### src/rtl/solver_assignment_controller_if.sv
// Proposal channel between a candidate-generating engine (master) and the
// assignment controller (slave); rand_byte travels with each candidate.
interface solver_assignment_controller_if #(
  parameter int ASSIGN_W   = 20,
  parameter int COST_WIDTH = 8
);
  logic                  prop_valid;
  logic                  prop_ready;
  logic [ASSIGN_W-1:0]   prop_assignment;
  logic [COST_WIDTH-1:0] prop_cost;
  logic [7:0]            rand_byte;

  modport master (
    output prop_valid, prop_assignment, prop_cost, rand_byte,
    input  prop_ready
  );

  modport slave (
    input  prop_valid, prop_assignment, prop_cost, rand_byte,
    output prop_ready
  );
endinterface

### src/rtl/solver_assignment_controller.sv
// Local-search controller: keeps a current and a best assignment, accepts
// candidates by cost or by a Metropolis test, and stops on cost 0 or budget.
module solver_assignment_controller #(
  parameter  int NUM_BOOL   = 4,
  parameter  int NUM_INT    = 2,
  parameter  int INT_WIDTH  = 8,
  parameter  int COST_WIDTH = 8,
  parameter  int ITER_WIDTH = 16,
  localparam int ASSIGN_W   = NUM_BOOL + NUM_INT * INT_WIDTH
) (
  input  logic                  clk,
  input  logic                  rst_n,
  input  logic                  start,
  input  logic [ASSIGN_W-1:0]   initial_assignment,
  input  logic [COST_WIDTH-1:0] initial_cost,
  input  logic [ITER_WIDTH-1:0] max_iterations,
  input  logic [7:0]            temperature,
  solver_assignment_controller_if.slave prop,
  output logic [ASSIGN_W-1:0]   current_assignment,
  output logic [COST_WIDTH-1:0] current_cost,
  output logic [ASSIGN_W-1:0]   solution,
  output logic [COST_WIDTH-1:0] best_cost,
  output logic [ITER_WIDTH-1:0] iteration_count,
  output logic                  busy,
  output logic                  done,
  output logic                  solved
);

  typedef enum logic [1:0] {S_IDLE, S_RUN, S_DONE} state_e;

  state_e                state_q,     state_d;
  logic [ASSIGN_W-1:0]   cur_asg_q,   cur_asg_d;
  logic [COST_WIDTH-1:0] cur_cost_q,  cur_cost_d;
  logic [ASSIGN_W-1:0]   sol_q,       sol_d;
  logic [COST_WIDTH-1:0] best_cost_q, best_cost_d;
  logic [ITER_WIDTH-1:0] iter_q,      iter_d;
  logic [ITER_WIDTH-1:0] max_iter_q,  max_iter_d;
  logic [7:0]            temp_q,      temp_d;

  logic [COST_WIDTH-1:0] delta;
  logic [7:0]            thr;
  logic                  accept;
  logic [ITER_WIDTH-1:0] iter_inc;

  // Metropolis threshold halves per unit of cost increase; 8+ steps reach zero.
  always_comb begin
    delta    = prop.prop_cost - cur_cost_q;
    thr      = (delta >= COST_WIDTH'(8)) ? 8'd0 : (temp_q >> delta);
    accept   = (prop.prop_cost <= cur_cost_q) || (prop.rand_byte < thr);
    iter_inc = (iter_q == '1) ? iter_q : iter_q + ITER_WIDTH'(1);
  end

  // NOTE: every *_d gets its hold value first so no path leaves it unassigned
  // and no latch is inferred.
  always_comb begin
    state_d     = state_q;
    cur_asg_d   = cur_asg_q;
    cur_cost_d  = cur_cost_q;
    sol_d       = sol_q;
    best_cost_d = best_cost_q;
    iter_d      = iter_q;
    max_iter_d  = max_iter_q;
    temp_d      = temp_q;

    unique case (state_q)
      S_IDLE, S_DONE: begin
        if (start) begin
          cur_asg_d   = initial_assignment;
          cur_cost_d  = initial_cost;
          sol_d       = initial_assignment;
          best_cost_d = initial_cost;
          iter_d      = '0;
          max_iter_d  = max_iterations;
          temp_d      = temperature;
          state_d     = (initial_cost == '0 || max_iterations == '0) ? S_DONE : S_RUN;
        end
      end
      S_RUN: begin
        if (prop.prop_valid) begin
          iter_d = iter_inc;
          if (accept) begin
            cur_asg_d  = prop.prop_assignment;
            cur_cost_d = prop.prop_cost;
          end
          // Strict improvement only, so the first assignment at a cost wins ties.
          if (prop.prop_cost < best_cost_q) begin
            sol_d       = prop.prop_assignment;
            best_cost_d = prop.prop_cost;
          end
          if ((accept && prop.prop_cost == '0) || iter_inc == max_iter_q)
            state_d = S_DONE;
        end
      end
      default: state_d = S_IDLE;
    endcase
  end

  // NOTE: state registers use non-blocking assignment so every flop samples
  // pre-edge values regardless of process ordering.
  always_ff @(posedge clk or negedge rst_n) begin
    if (!rst_n) begin
      state_q     <= S_IDLE;
      cur_asg_q   <= '0;
      cur_cost_q  <= '0;
      sol_q       <= '0;
      best_cost_q <= '0;
      iter_q      <= '0;
      max_iter_q  <= '0;
      temp_q      <= '0;
    end else begin
      state_q     <= state_d;
      cur_asg_q   <= cur_asg_d;
      cur_cost_q  <= cur_cost_d;
      sol_q       <= sol_d;
      best_cost_q <= best_cost_d;
      iter_q      <= iter_d;
      max_iter_q  <= max_iter_d;
      temp_q      <= temp_d;
    end
  end

  assign prop.prop_ready     = (state_q == S_RUN);
  assign busy                = (state_q == S_RUN);
  assign done                = (state_q == S_DONE);
  assign solved              = (state_q == S_DONE) && (best_cost_q == '0);
  assign current_assignment  = cur_asg_q;
  assign current_cost        = cur_cost_q;
  assign solution            = sol_q;
  assign best_cost           = best_cost_q;
  assign iteration_count     = iter_q;

endmodule

### src/flat_wrapper.sv
// flat-port wrapper written by rule: the top's interface ports become plain ports
module solver_assignment_controller_flat 
#(
  parameter  int NUM_BOOL   = 4,
  parameter  int NUM_INT    = 2,
  parameter  int INT_WIDTH  = 8,
  parameter  int COST_WIDTH = 8,
  parameter  int ITER_WIDTH = 16,
  localparam int ASSIGN_W   = NUM_BOOL + NUM_INT * INT_WIDTH
)
  (clk, rst_n, start, initial_assignment, initial_cost, max_iterations, temperature, current_assignment, current_cost, solution, best_cost, iteration_count, busy, done, solved, prop_prop_valid, prop_prop_assignment, prop_prop_cost, prop_rand_byte, prop_prop_ready);
  solver_assignment_controller_if #(.ASSIGN_W((20)), .COST_WIDTH(COST_WIDTH)) prop_i ();
  input  logic clk;
  input  logic rst_n;
  input  logic start;
  input  logic [ASSIGN_W-1:0] initial_assignment;
  input  logic [COST_WIDTH-1:0] initial_cost;
  input  logic [ITER_WIDTH-1:0] max_iterations;
  input  logic [7:0] temperature;
  output logic [ASSIGN_W-1:0] current_assignment;
  output logic [COST_WIDTH-1:0] current_cost;
  output logic [ASSIGN_W-1:0] solution;
  output logic [COST_WIDTH-1:0] best_cost;
  output logic [ITER_WIDTH-1:0] iteration_count;
  output logic busy;
  output logic done;
  output logic solved;
  input wire logic [$bits(prop_i.prop_valid)-1:0] prop_prop_valid;
  input wire logic [$bits(prop_i.prop_assignment)-1:0] prop_prop_assignment;
  input wire logic [$bits(prop_i.prop_cost)-1:0] prop_prop_cost;
  input wire logic [$bits(prop_i.rand_byte)-1:0] prop_rand_byte;
  output wire logic [$bits(prop_i.prop_ready)-1:0] prop_prop_ready;
  assign prop_i.prop_valid = prop_prop_valid;
  assign prop_i.prop_assignment = prop_prop_assignment;
  assign prop_i.prop_cost = prop_prop_cost;
  assign prop_i.rand_byte = prop_rand_byte;
  assign prop_prop_ready = prop_i.prop_ready;
  solver_assignment_controller #(.NUM_BOOL(NUM_BOOL), .NUM_INT(NUM_INT), .INT_WIDTH(INT_WIDTH), .COST_WIDTH(COST_WIDTH), .ITER_WIDTH(ITER_WIDTH)) u_core (.clk(clk), .rst_n(rst_n), .start(start), .initial_assignment(initial_assignment), .initial_cost(initial_cost), .max_iterations(max_iterations), .temperature(temperature), .prop(prop_i), .current_assignment(current_assignment), .current_cost(current_cost), .solution(solution), .best_cost(best_cost), .iteration_count(iteration_count), .busy(busy), .done(done), .solved(solved));
endmodule
### config.mk
export PLATFORM = sky130hd
export DESIGN_NAME = solver_assignment_controller_flat
export DESIGN_NICKNAME = d
export VERILOG_FILES = /design/src/rtl/solver_assignment_controller_if.sv /design/src/rtl/solver_assignment_controller.sv /design/src/flat_wrapper.sv
export SDC_FILE = /design/constraint.sdc
export NUM_CORES = 1
export LEC_CHECK = 0
export ABC_CLOCK_PERIOD_IN_PS = 11900
export CAP_MARGIN = 20
export CORE_MARGIN = 4
export CORE_UTILIZATION = 30
export DETAILED_ROUTE_END_ITERATION = 8
export GPL_TIMING_DRIVEN = 0
export PLACE_DENSITY = 0.51
export SLEW_MARGIN = 20
export SYNTH_ARGS = -nofsm -noshare
export SYNTH_HDL_FRONTEND = slang
export SYNTH_SLANG_ARGS = --single-unit
### constraint.sdc
create_clock -name clk -period 11.9 [get_ports clk]
set_input_delay 2.975 -clock clk [delete_from_list [all_inputs] [get_ports clk]]
set_output_delay 2.975 -clock clk [all_outputs]
set_load 0.05 [all_outputs]
# --- Yosys cells after proc, flatten, opt, wreduce, memory -nomap -nowiden ---
# Index checks and enable logic that the tools add are counted.
totals:
  reg_bits: 98
  in_bits: 92
  output_inout_bits: 76
  elab_cells: 65
classes:
  n_addsub: 2
  order_cmp: 4
  n_eq_ne: 9
  shifts: 1
  mux: 24
  n_reduce_logical: 17
op_table:
  columns: ["op", "count"]
  rows:
  - ["two-way mux 20 bit", 5]
  - ["case mux 20 bit (2 select lines)", 2]
  - ["two-way mux 16 bit", 3]
  - ["two-way mux 8 bit", 6]
  - ["case mux 16 bit (2 select lines)", 1]
  - ["case mux 8 bit (2 select lines)", 2]
  - ["zero test 8 bit", 3]
  - ["adder 16 x 1 -> 16 bit, second input constant", 1]
  - ["== test 16 bit", 1]
  - ["== test 16 bit, second input constant", 1]
  - ["zero test 16 bit", 1]
  - ["< comparator 8 bit", 2]
  - [">= comparator 8 x 4 -> 1 bit, second input constant", 1]
  - ["<= comparator 8 bit", 1]
  - ["two-way mux 2 bit", 4]
  - ["!= test 2 x 1 -> 1 bit, second input constant", 4]
  - ["AND reduction 4 bit", 2]
  - [">> shifter 8 x 8 -> 8 bit", 1]
  - ["subtractor 8 bit", 1]
  - ["AND reduction 3 bit", 2]
  - ["case mux 2 bit (2 select lines)", 1]
  - ["logical OR 1 bit", 3]
  - ["== test 2 x 1 -> 1 bit, second input constant", 1]
  - ["== test 2 bit, second input constant", 1]
  - ["6 further kinds", 7]

# --- Logic depth before layout (Yosys ltp) ---
# Gate-level depths: netlist of the first run.
logic_depth:
  depth_word: 10
  ltp_mapped: 21
  depth_no_buf: 20

# --- Worst setup path before layout of the first run ---
# Ideal clock, no wire load.
synth_timing:
  kind: "input to register"
  start: "input port prop_prop_cost[2]"
  end: "register u_core.cur_asg_q[10] (netlist: u_core.current_assignment[10])"
  setup_time_ps: 125
  arrival_time_ps: 7156
  required_time_ps: 11775
  slack_ps: 4619
  cell_stages: 17
  n_path_buf: 1
  path_cell_list: "ha_1 -> a21oi_2 -> a21oi_1 -> or4_1 -> a2111oi_4 -> nand2_1 -> or4_1 -> ha_1 -> a21oi_1 -> nor2b_1 -> o21ai_0 -> a211oi_1 -> nand2_1 -> or2_2 -> a31oi_4 -> buf_6 -> mux2_4"
synth_between:
  elab_chain_len: 7
  elab_cells_between_ends: 9
  cone_classes: "add/sub (1); order compare (3); eq/ne (1); shift (1); mux (1); reduce/logical (2)"
synth_lines:
  columns: ["element", "line_no", "rtl"]
  rows:
  - ["from (decl)", "flat_wrapper.sv:30", "input wire logic [$bits(prop_i.prop_cost)-1:0] prop_prop_cost;"]
  - ["subtractor 8 bit", "solver_assignment_controller.sv:47", "delta = prop.prop_cost - cur_cost_q;"]
  - [">= comparator 8 x 4 -> 1 bit / >> shifter 8 x 8 -> 8 bit (equally long branches)", "solver_assignment_controller.sv:48", "thr = (delta >= COST_WIDTH'(8)) ? 8'd0 : (temp_q >> delta);"]
  - ["two-way mux 8 bit", "solver_assignment_controller.sv:48", null]
  - ["< comparator 8 bit", "solver_assignment_controller.sv:49", "accept = (prop.prop_cost <= cur_cost_q) || (prop.rand_byte < thr);"]
  - ["logical OR 1 bit (*)", "solver_assignment_controller.sv:49", null]
  - ["!= test 2 x 1 -> 1 bit (no line) (*)", null, null]
  - ["AND reduction 4 bit (no line) (*)", null, null]
  - ["to (signal assigned)", "solver_assignment_controller.sv:112", "cur_asg_q <= cur_asg_d;"]
  - ["to (decl)", "solver_assignment_controller.sv:32", "logic [ASSIGN_W-1:0] cur_asg_q, cur_asg_d;"]
# Mark *: on every way between the ends. The rest lies on a longest branch, timed or not.
# A chain may end at the register's enable or synchronous reset.

# --- Worst setup path after layout of the first run ---
layout_timing:
  start: "input port prop_prop_cost[4]"
  end: "register u_core.cur_cost_q[4] (netlist: u_core.current_cost[4])"
layout_between:
  elab_chain_len: 7
  elab_cells_between_ends: 12
  cone_classes: "add/sub (1); order compare (3); eq/ne (1); shift (1); mux (4); reduce/logical (2)"
layout_lines:
  columns: ["element", "line_no", "rtl"]
  rows:
  - ["subtractor 8 bit", "solver_assignment_controller.sv:47", null]
  - [">= comparator 8 x 4 -> 1 bit / >> shifter 8 x 8 -> 8 bit (equally long branches)", "solver_assignment_controller.sv:48", null]
  - ["two-way mux 8 bit", "solver_assignment_controller.sv:48", null]
  - ["< comparator 8 bit", "solver_assignment_controller.sv:49", null]
  - ["logical OR 1 bit", "solver_assignment_controller.sv:49", null]
  - ["!= test 2 x 1 -> 1 bit (no line)", null, null]
  - ["AND reduction 4 bit (no line)", null, null]
  - ["to (signal assigned)", "solver_assignment_controller.sv:113", "cur_cost_q <= cur_cost_d;"]
  - ["to (decl)", "solver_assignment_controller.sv:33", "logic [COST_WIDTH-1:0] cur_cost_q, cur_cost_d;"]
# Parallel ways exist; a longest one is shown, timed or not. The select of a mux whose other input is x is not followed.

==> results of run 1 <==
[cell type report]
| class | count | share of cell area |
|---|---|---|
| inverter | 28 | 0.01253 |
| clock inverter | 4 | 0.003430 |
| sequential | 98 | 0.2923 |
| timing repair buffer | 168 | 0.2027 |
| multi-input combinational | 406 | 0.4052 |
| clock buffer | 11 | 0.02893 |
| tap | 265 | 0.03952 |
| buffer | 26 | 0.01536 |
[flip-flops by register name, indices dropped and copies added (netlist names)]
name                       cells
u_core.best_cost               8
u_core.current_cost            8
u_core.state_q                 2
u_core.max_iter_q             16
u_core.solution               20
u_core.iteration_count        16
u_core.temp_q                  8
u_core.current_assignment     20
[metrics by stage]
stage	hold slack, ns	utilization
finish	0.5025	0.4255
global route	0.5314	0.4255
CTS	0.5078	0.4255
detailed placement	0.4946	0.4117
global placement	0.4884	0.4097
floorplan	0.4750	-
[worst paths after layout]
kind                       slack [ns]  depth (start not counted)                          startpoint                                        to
setup / recovery                 3.65                         17                   prop_prop_cost[4]        u_core.current_cost[4]$_DFFE_PN0P_
hold / removal                   0.50                          1        u_core.temp_q[0]$_DFFE_PN0P_              u_core.temp_q[0]$_DFFE_PN0P_
setup reg to reg                 6.41                         17  u_core.current_cost[4]$_DFFE_PN0P_        u_core.current_cost[4]$_DFFE_PN0P_
hold reg to reg                  0.50                          1        u_core.temp_q[0]$_DFFE_PN0P_              u_core.temp_q[0]$_DFFE_PN0P_
max in group asynchronous        8.71                          2                               rst_n        u_core.current_cost[5]$_DFFE_PN0P_
min in group asynchronous        2.55                          1                               rst_n  u_core.current_assignment[0]$_DFFE_PN0P_
[placed cells by master (no fill, tap or decap), types with 11 or more instances in the layout]
| cell type | synthesis | final |
|---|---|---|
| sky130_fd_sc_hd__ha_1 | 24 | 24 |
| sky130_fd_sc_hd__nand2_1 | 34 | 34 |
| sky130_fd_sc_hd__mux2_4 | 20 | 20 |
| sky130_fd_sc_hd__mux2_2 | 93 | 93 |
| sky130_fd_sc_hd__inv_1 | 28 | 28 |
| sky130_fd_sc_hd__nand3_1 | 11 | 11 |
| sky130_fd_sc_hd__o21ai_0 | 24 | 24 |
| sky130_fd_sc_hd__nand4_1 | 13 | 13 |
| sky130_fd_sc_hd__nor2_1 | 24 | 24 |
| sky130_fd_sc_hd__nor4_1 | 13 | 13 |
| sky130_fd_sc_hd__xnor2_1 | 16 | 16 |
| sky130_fd_sc_hd__clkbuf_1 | 19 | 20 |
| sky130_fd_sc_hd__dfrtp_1 | 98 | 98 |
| sky130_fd_sc_hd__a21oi_1 | 27 | 27 |
| sky130_fd_sc_hd__clkdlybuf4s50_1 | 0 | 166 |
[logic make-up after synthesis]
logic type	after synthesis	synth area share
XOR/XNOR	24	0.03460
adder cells (fa/ha/maj)	25	0.05273
AND/OR/NAND/NOR	134	0.1153
flip-flops	98	0.4037
buffers and inverters	54	0.03851
AO/OA/AOI/OAI	101	0.1164
multiplexers	122	0.2387
[synthesized netlist by cell type (all sizes together) (2+ instances only)]
cell type,instances,area share
a211o,3,0.0043
nand2b,3,0.0031
a2111oi,4,0.0099
mux2i,8,0.013
nand2,34,0.021
nor3b,2,0.0025
nor3,4,0.0033
nand3,12,0.011
a21boi,2,0.0025
inv,28,0.017
or4,4,0.0049
dfrtp,98,0.40
and3,7,0.0072
nor4,13,0.013
buf,7,0.0095
a31oi,4,0.0066
o41ai,4,0.0070
o22ai,2,0.0021
and2,3,0.0031
or2,2,0.0021
mux2,113,0.22
a211oi,5,0.0062
and4,3,0.0043
a311o,2,0.0033
xnor2,16,0.023
o31ai,6,0.0074
nand3b,2,0.0025
xor2,8,0.012
nor2b,5,0.0051
a21oi,28,0.024
ha,24,0.049
nand4,13,0.013
a21o,4,0.0049
clkbuf,19,0.012
nor2,24,0.015
o21ai,24,0.020
[power by group through the flow]
stage	Clock, mW	Sequential [mW]	Combinational, mW
6_report	0.274	0.631	1.70
3_5_place_dp	0	0.633	1.71
2_1_floorplan	0	0.970	0.849
5_1_grt	0.299	0.654	1.83
4_1_cts	0.286	0.633	1.71
3_3_place_gp	0	0.629	1.69
[worst max-delay path: stages]
cell	delay [ns]
sky130_fd_sc_hd__clkdlybuf4s50_1	0.51
sky130_fd_sc_hd__ha_1	0.44
sky130_fd_sc_hd__a21oi_1	0.18
sky130_fd_sc_hd__nor3_1	0.09
sky130_fd_sc_hd__or4_1	0.55
sky130_fd_sc_hd__a2111oi_4	0.54
sky130_fd_sc_hd__nand2_1	0.15
sky130_fd_sc_hd__or4_1	0.52
sky130_fd_sc_hd__ha_1	0.31
sky130_fd_sc_hd__a21oi_1	0.14
sky130_fd_sc_hd__nor2b_1	0.05
sky130_fd_sc_hd__o21ai_0	0.30
sky130_fd_sc_hd__nand4_1	0.15
sky130_fd_sc_hd__o311ai_1	0.68
sky130_fd_sc_hd__a31oi_4	0.31
sky130_fd_sc_hd__buf_6	0.26
sky130_fd_sc_hd__mux2_4	0.30
[layer usage]
metal,global-route usage,share of wire,up-vias
met5,0,0,-
met4,0.04483,0.013,0
met3,0.05268,0.074,17
met2,0.2653,0.45,150
met1,0.2303,0.46,2470
li1,-,-,2416
==> results by group, run 1 <==
Timing
  – Fmax: 121.2 MHz
  – RSZ-0062 raised after global routing: no
  – Total setup violations reported at the end of the flow: 0
  – Headroom to the max-slew limit: 0.4212
  – Final critical-path setup slack: between 3 and 4 ns
  – Fin. Hold Viols: 0
  – Setup TNS Final: 0 ns
  – Post-layout minimum cycle time: approximately 8.3 ns
  – Final period util: 0.6936
  – Worst setup skew after layout: a little over 0.005 ns
  – Pin slew with the least headroom to its limit: 0.8650 ns
  – Final number of max-transition violations: 0

Cells and area
  – Count of inserted antenna diode cells: 0
  – Multi-input gate area: 3400 um^2
  – Area of all placed cells without fillers: around 8400 um^2
  – Non-filler instance count after layout: 1,006
  – Filler cells: about 1,900
  – Layout overhead on the synthesized area: 38.11%
  – Footprint of the flip-flops and latches: 2452 um^2
  – Share of cells above drive strength 1: 0.1957
  – Final net count: 854

Worst setup path
  – Worst path arrival time: ~8.5 ns
  – Top fanout value on the critical path: 10
  – Crit path required time: 12.13 ns
  – Startpoint types: input port
  – Critical path start-end classification: in -> reg
  – Crit path capture type: flop

Global routing
  – Antenna violations before repair: 0
  – GRT Resource Usage Total: 0.1703
  – Global-route wire length before repair: 29.90 mm
  – Vias in the first global route: 5,267
  – Global route total overflow: 0
  – Largest net degree at the start of global routing: 54

Pwr
  – Max rail drop VDD: between 0.00015 and 0.0002 V
  – Power after layout: 2.604 mW
  – Combinational group share of total power: 0.652
  – Sequential cell fraction of total power: 0.242
  – Power spent charging and discharging nets: roughly 1.2 mW
  – PwrDens: 310.4 nW/um^2
  – Clock power share: 0.105
  – Static leakage power: roughly 3.4 nW
  – Internal Pwr Total: between 1 and 1.5 mW
  – Switching share of power: 0.4715

Clocking
  – H-tree depth reported by CTS: 3
  – Clock sinks: 98
  – Worst skew pair latency: 0.34 ns
  – Count of buffers added by post-CTS timing repair for setup: 0
  – Hold_buf cts: 0
  – Clock buffers created by TritonCTS: 9
  – Root Driver: sky130_fd_sc_hd__clkbuf_16
  – Cts repair resizes: 0
  – TritonCTS clock tree: yes
  – CTS clock-pin slew for the worst setup and hold paths: 0.06 ns
  – Number of buffers between clock root and the deepest sink: 2

Logic synthesis
  – Most frequently used flop master after synthesis: sky130_fd_sc_hd__dfrtp_1
  – Netlist cell types: 64
  – Cell area after technology mapping: 6075 um^2
  – Fraction of the yosys area taken by sequential cells: 0.4037
  – Post-synthesis async set-or-reset flop share: 1.000
  – Total number of yosys warnings: 0
  – Synthesized instance count: about 560
  – Count of flip-flops with a built-in enable after synthesis: 0
  – Seq cells post-synth: 98
  – Mean area per synthesized cell: 10.89 um^2
  – Number of nets in the synthesized netlist: 675

Placement
  – Number of buffers added on ports: 167
  – Post-Place Cell Area: 8118 um^2
  – Half-perimeter wire length of the detailed placement result: roughly 15 mm
  – Setup Slack @ Placement: about 3.3 ns
  – Cell count after placement: 991
  – Routability Congestion: approximately 0.85

Drt
  – DR WL/cell: 18.87 um
  – Wirelength, routed: 18.99 mm
  – Number of nets with antenna violations after detailed routing: 0
  – Post-route DRC: 0
  – Vias post-DR: approximately 5,100
  – Via count normalized by instance count: 5.023
  – First drt pass iteration count: 5
  – Drt initial violations: 230

Floorplan
  – Width of the chip: 150.3 um
  – Area of the core: roughly 20,000 um^2
  – Initial cell density of the core: 0.3081
  – Die area: 22,590 um^2
  – Vertical die dimension: 150.3 um
  – Number of placement rows: a little over 50
  – I/O pin total: 168

Min path
  – Hold WC Path Type: reg -> reg

Job
  – Max-capacitance violation count: 0

Run status
  – Status: finished, final reports clean
Power figures use the tool's default switching activity.
==> inputs of run 2 (changes only) <==
Settings changed: ABC_CLOCK_PERIOD_IN_PS 11900 to 6900, PLACE_DENSITY 0.51 to 0.53.
Clock period 11.9 ns to 6.9 ns, I/O delays scaled along.
==> results by group, run 2 (synthesis results as in run 1) <==
Cells and area
  – Layout overhead on the synthesized area: 39.77%
  – Final net count: 858
  – Utilization after layout: 0.4306
  – Filler cells: 1,826
  – Area of all placed cells without fillers: 8491 um^2
  – Non-filler instance count after layout: between 1,000 and 1,500
  – Most common cell after layout, fill and taps aside: sky130_fd_sc_hd__clkdlybuf4s50_1
  – Count of inserted antenna diode cells: 0
  – Most frequent cells in the layout: 166 x sky130_fd_sc_hd__clkdlybuf4s50_1, 98 x sky130_fd_sc_hd__dfrtp_1, 93 x sky130_fd_sc_hd__mux2_2, 34 x sky130_fd_sc_hd__nand2_1, 28 x sky130_fd_sc_hd__inv_1
  – Share of cells above drive strength 1: 0.2038

Floorplan
  – I/O pin total: 168
  – Width of the chip: 150.3 um
  – Die area: around 23,000 um^2
  – Area of the core: about 20,000 um^2
  – Vertical die dimension: 150.3 um
  – Number of placement rows: 51
  – Initial cell density of the core: 0.3081

Global routing
  – Met3 Resource Use GR: 0.06412
  – Grt met2 use: 0.2655
  – Largest net degree at the start of global routing: 52
  – Vias in the first global route: 5,341
  – Most heavily used metal layer in global routing: met2
  – GR met1 Demand/Resource: 0.2176
  – Global route total overflow: 0
  – Global-route wire length before repair: 29.68 mm
  – GRT Resource Usage Total: 0.1687
  – Antenna violations before repair: 1

Placement
  – Half-perimeter wire length of the detailed placement result: 14.68 mm
  – Cell count after placement: 991
  – Post-Place Cell Area: 8118 um^2
  – Number of buffers added on ports: 167
  – Routability Congestion: 0.8755

Timing
  – Worst setup skew after layout: 0.005477 ns
  – Total setup violations reported at the end of the flow: 0
  – Headroom to the max-slew limit: 0.4590
  – Final hold slack: 0.5057 ns
  – Fin. Hold Viols: 0
  – Post-layout minimum cycle time: ~6.6 ns
  – Final period util: 0.9631
  – Final number of max-transition violations: 0
  – Fmax: 150.5 MHz
  – Pin slew with the least headroom to its limit: 0.8041 ns

Clocking
  – Root Driver: sky130_fd_sc_hd__clkbuf_16
  – H-tree depth reported by CTS: 3
  – Clock buffers created by TritonCTS: 9
  – Hold_buf cts: 0
  – Number of buffers between clock root and the deepest sink: 2
  – Clock sinks: 98
  – Worst skew pair latency: 0.35 ns
  – CTS clock-pin slew for the worst setup and hold paths: roughly 0.07 ns
  – TritonCTS clock tree: yes

Drt
  – Wirelength, routed: between 15 and 20 mm
  – Drt initial violations: 209
  – DR WL/cell: 18.73 um
  – Vias post-DR: 5,122
  – First drt pass iteration count: 4
  – Via count normalized by instance count: 5.066
  – Post-route DRC: 0
  – Number of nets with antenna violations after detailed routing: 0

Pwr
  – Max rail drop VDD: 0.0003077 V
  – Static leakage power: 3.436 nW
  – PwrDens: 540.4 nW/um^2
  – Power after layout: about 4.6 mW

Worst setup path
  – Top fanout value on the critical path: 8
  – Crit path required time: 7.14 ns
  – Startpoint types: input port
  – Largest stage delay on the critical path: 0.52 ns
  – Critical path start-end classification: in -> reg
  – Worst path arrival time: 6.88 ns
  – Crit path capture type: flop
  – Buffers plus inverters on the worst setup path: 2
  – Slowest stage cell, crit path: sky130_fd_sc_hd__or4_1
  – Ordered cell list for the critical path: clkdlybuf4s50_1 -> ha_1 -> a21oi_2 -> a21oi_1 -> or4_1 -> a2111oi_4 -> nand2_1 -> or4_1 -> ha_1 -> a21oi_1 -> nor2b_1 -> o21ai_0 -> a211oi_2 -> nand2_1 -> or2_2 -> a31oi_4 -> buf_4 -> mux2_2
  – Crit path max-delay family: simple AND/OR/NAND/NOR gates

Run status
  – Status: finished, final reports clean

Job
  – Max-capacitance violation count: 0

Min path
  – Hold WC Path Type: reg -> reg
[run 2: worst reg2reg max path, delay by kind of cell (launching register included)]
family                     cells  cell delay [ns]
and+or+nand+nor                6             1.75
AOI/OAI and AO/OA              7             1.60
adders and majority gates      2             0.66
DFF                            1             0.40
muxes                          1             0.35
buffers and inverters          2             0.29
[run 2: repair_timing]
action,4_1_cts,5_1_grt
gates cloned,0,0
endpoints found under the setup margin,20,29
setup buffers,1,3
hold endpoints to repair,0,0
pin swaps,1,2
gates resized for setup,1,2
[run 2: stage by stage]
stage | setup slack, ns | TNS, ns
CTS | 0.1381 | 0
global route | -0.03300 | -0.1826
floorplan | 0.8686 | 0
finish | 0.2546 | 0
global placement | -0.3922 | -9.255
detailed placement | -0.3958 | -9.439
[run 2: worst paths after layout]
| path | startpoint | to | slack, ns | cells after the start |
|---|---|---|---|---|
| worst max-delay path | prop_prop_cost[2] | u_core.current_assignment[2]$_DFFE_PN0P_ | 0.25 | 18 |
| worst min-delay path | u_core.temp_q[0]$_DFFE_PN0P_ | u_core.temp_q[0]$_DFFE_PN0P_ | 0.51 | 1 |
| worst max register to register | u_core.current_cost[2]$_DFFE_PN0P_ | u_core.current_assignment[2]$_DFFE_PN0P_ | 1.74 | 18 |
| worst min register to register | u_core.temp_q[0]$_DFFE_PN0P_ | u_core.temp_q[0]$_DFFE_PN0P_ | 0.51 | 1 |
| max in group asynchronous | rst_n | u_core.iteration_count[14]$_DFFE_PN0P_ | 4.98 | 2 |
| min in group asynchronous | rst_n | u_core.current_assignment[6]$_DFFE_PN0P_ | 1.30 | 1 |
[run 2: layout make-up]
cell class,count,area [um^2],share of cell area
plain buffers,26,128.9,0.01518
flip-flops and latches,98,2452,0.2888
clock buffers,10,229.0,0.02697
well taps,265,331.6,0.03905
multi-input cells,406,3422,0.4030
clock inverters,6,91.34,0.01076
repair buffers,172,1730,0.2038
inverters,28,105.1,0.01238
[run 2: report_power, final]
part | switching (mW) | internal [mW]
clock network | 0.234 | 0.319
logic | 1.66 | 1.29
registers | 0.233 | 0.851
[run 2: per-layer routing]
metal,vias to the layer above,wire length (um)
met5,-,13
met4,2,256
met3,20,1605
met2,175,8604
met1,2505,8458
li1,2420,-
==> inputs of run 3 (changes only) <==
Settings changed: CORE_UTILIZATION 30 to 44, PLACE_DENSITY 0.53 to 0.74.
==> results by group, run 3 (synthesis results as in run 1) <==
Cells and area
  – Area of all placed cells without fillers: 8369 um^2
  – Final net count: 857
  – Filler cells: 1,091
  – Count of inserted antenna diode cells: 0
  – Footprint of the flip-flops and latches: 2452 um^2
  – Most common cell after layout, fill and taps aside: sky130_fd_sc_hd__clkdlybuf4s50_1
  – Layout overhead on the synthesized area: 37.78%
  – Non-filler instance count after layout: 921
  – Utilization after layout: 0.6246
  – Share of cells above drive strength 1: 0.2027
  – Most frequent cells in the layout: 166 x sky130_fd_sc_hd__clkdlybuf4s50_1, 98 x sky130_fd_sc_hd__dfrtp_1, 93 x sky130_fd_sc_hd__mux2_2, 34 x sky130_fd_sc_hd__nand2_1, 28 x sky130_fd_sc_hd__inv_1
  – Multi-input gate area: 3396 um^2

Pwr
  – Power after layout: between 4 and 5 mW
  – Power spent charging and discharging nets: 2.119 mW
  – Sequential cell fraction of total power: 0.236
  – Max rail drop VDD: 0.0003496 V
  – Switching share of power: 0.4602
  – Clock power share: 0.128
  – PwrDens: 550.2 nW/um^2
  – Static leakage power: 3.434 nW
  – Combinational group share of total power: 0.637
  – Internal Pwr Total: around 2.5 mW

Global routing
  – Global route total overflow: 0
  – Largest net degree at the start of global routing: 61
  – GRT Resource Usage Total: 0.2303
  – Antenna violations before repair: 0
  – Grt met2 use: 0.3741
  – GR met1 Demand/Resource: 0.2964
  – Global-route wire length before repair: 29.30 mm
  – Most heavily used metal layer in global routing: met2
  – Met3 Resource Use GR: 0.07633
  – Vias in the first global route: ~5,400

Floorplan
  – Vertical die dimension: 125.5 um
  – Initial cell density of the core: 0.4533
  – Area of the core: 13,400 um^2
  – Die area: 15,750 um^2
  – I/O pin total: ~170
  – Number of placement rows: 42
  – Width of the chip: 125.5 um

Drt
  – Wirelength, routed: 18.00 mm
  – Vias post-DR: 5,149
  – Post-route DRC: 0
  – Via count normalized by instance count: 5.591
  – First drt pass iteration count: 5
  – Drt initial violations: 188
  – DR WL/cell: just under 20 um
  – Number of nets with antenna violations after detailed routing: 0

Clocking
  – Hold_buf cts: 0
  – Clock buffers created by TritonCTS: 9
  – Clock sinks: ~100
  – H-tree depth reported by CTS: 3
  – CTS clock-pin slew for the worst setup and hold paths: 0.07 ns
  – Worst skew pair latency: 0.35 ns
  – Number of buffers between clock root and the deepest sink: 2
  – Root Driver: sky130_fd_sc_hd__clkbuf_16
  – TritonCTS clock tree: yes

Timing
  – Final critical-path setup slack: 0.2111 ns
  – Post-layout minimum cycle time: 6.689 ns
  – Final period util: 0.9694
  – Pin slew with the least headroom to its limit: 0.8161 ns
  – Fmax: 149.5 MHz
  – Setup TNS Final: 0 ns
  – Total setup violations reported at the end of the flow: 0
  – Headroom to the max-slew limit: 0.4539
  – Fin. Hold Viols: 0
  – Final number of max-transition violations: 0
  – Worst setup skew after layout: 0.006081 ns
  – Final hold slack: roughly 0.50 ns
  – RSZ-0062 raised after global routing: no

Placement
  – Post-Place Cell Area: 8000 um^2
  – Number of buffers added on ports: about 170
  – Setup Slack @ Placement: -0.3400 ns
  – Half-perimeter wire length of the detailed placement result: 13.79 mm
  – Routability Congestion: 0.9135
  – Cell count after placement: 903

Worst setup path
  – Worst path arrival time: approximately 6.9 ns
  – Top fanout value on the critical path: 8
  – Crit path required time: just over 7 ns
  – Crit path capture type: flop
  – Critical path start-end classification: in -> reg
  – Startpoint types: input port

Min path
  – Hold WC Path Type: reg -> reg

Run status
  – Status: finished, final reports clean

Job
  – Max-capacitance violation count: 0
## run 3: final timing paths
path | from | end | slack, ns | cells after the start
setup / recovery | prop_prop_cost[2] | u_core.current_assignment[5]$_DFFE_PN0P_ | 0.21 | 18
setup reg to reg | u_core.current_cost[2]$_DFFE_PN0P_ | u_core.current_assignment[5]$_DFFE_PN0P_ | 1.70 | 18
min in group asynchronous | rst_n | u_core.solution[1]$_DFFE_PN0P_ | 1.28 | 1
max in group asynchronous | rst_n | u_core.temp_q[4]$_DFFE_PN0P_ | 5.00 | 2
hold reg to reg | u_core.temp_q[0]$_DFFE_PN0P_ | u_core.temp_q[0]$_DFFE_PN0P_ | 0.50 | 1
hold / removal | u_core.temp_q[0]$_DFFE_PN0P_ | u_core.temp_q[0]$_DFFE_PN0P_ | 0.50 | 1
## run 3: layer usage
layer	part of all wire	vias up
li1	-	2422
met1	0.42	2506
met2	0.47	198
met3	0.091	23
met4	0.016	0
met5	0	-
## run 3: power by group through the flow
stage / logic (mW) / registers, mW / clock network [mW]
2_1_floorplan: 1.46 / 1.67 / 0
3_3_place_gp: 2.86 / 1.07 / 0
3_5_place_dp: 2.91 / 1.09 / 0
4_1_cts: 2.92 / 1.08 / 0.600
5_1_grt: 3.12 / 1.12 / 0.624
6_report: 2.93 / 1.08 / 0.587
## run 3: cell type report
class / count / share of cell area
multi-input cells: 406 / 0.4057
flip-flops and latches: 98 / 0.2930
repair buffers: 171 / 0.2056
clock buffers: 9 / 0.02691
well taps: 176 / 0.02631
plain buffers: 26 / 0.01540
clock inverters: 7 / 0.01450
inverters: 28 / 0.01256
## run 3: worst max-delay path: stages
cell                              delay [ns]
sky130_fd_sc_hd__clkdlybuf4s50_1        0.49
sky130_fd_sc_hd__ha_1                   0.41
sky130_fd_sc_hd__a21oi_2                0.24
sky130_fd_sc_hd__a21oi_1                0.11
sky130_fd_sc_hd__or4_1                  0.48
sky130_fd_sc_hd__a2111oi_4              0.47
sky130_fd_sc_hd__nand2_1                0.15
sky130_fd_sc_hd__or4_1                  0.50
sky130_fd_sc_hd__ha_1                   0.31
sky130_fd_sc_hd__a21oi_1                0.07
sky130_fd_sc_hd__nor2b_1                0.11
sky130_fd_sc_hd__o21ai_0                0.16
sky130_fd_sc_hd__a211oi_1               0.39
sky130_fd_sc_hd__nand2_1                0.18
sky130_fd_sc_hd__or2_2                  0.33
sky130_fd_sc_hd__a31oi_4                0.21
sky130_fd_sc_hd__buf_4                  0.22
sky130_fd_sc_hd__mux2_2                 0.35
## run 3: repair_timing
action	CTS	global route
gates resized for setup	0	1
endpoints found under the setup margin	0	30
buffers inserted	0	2
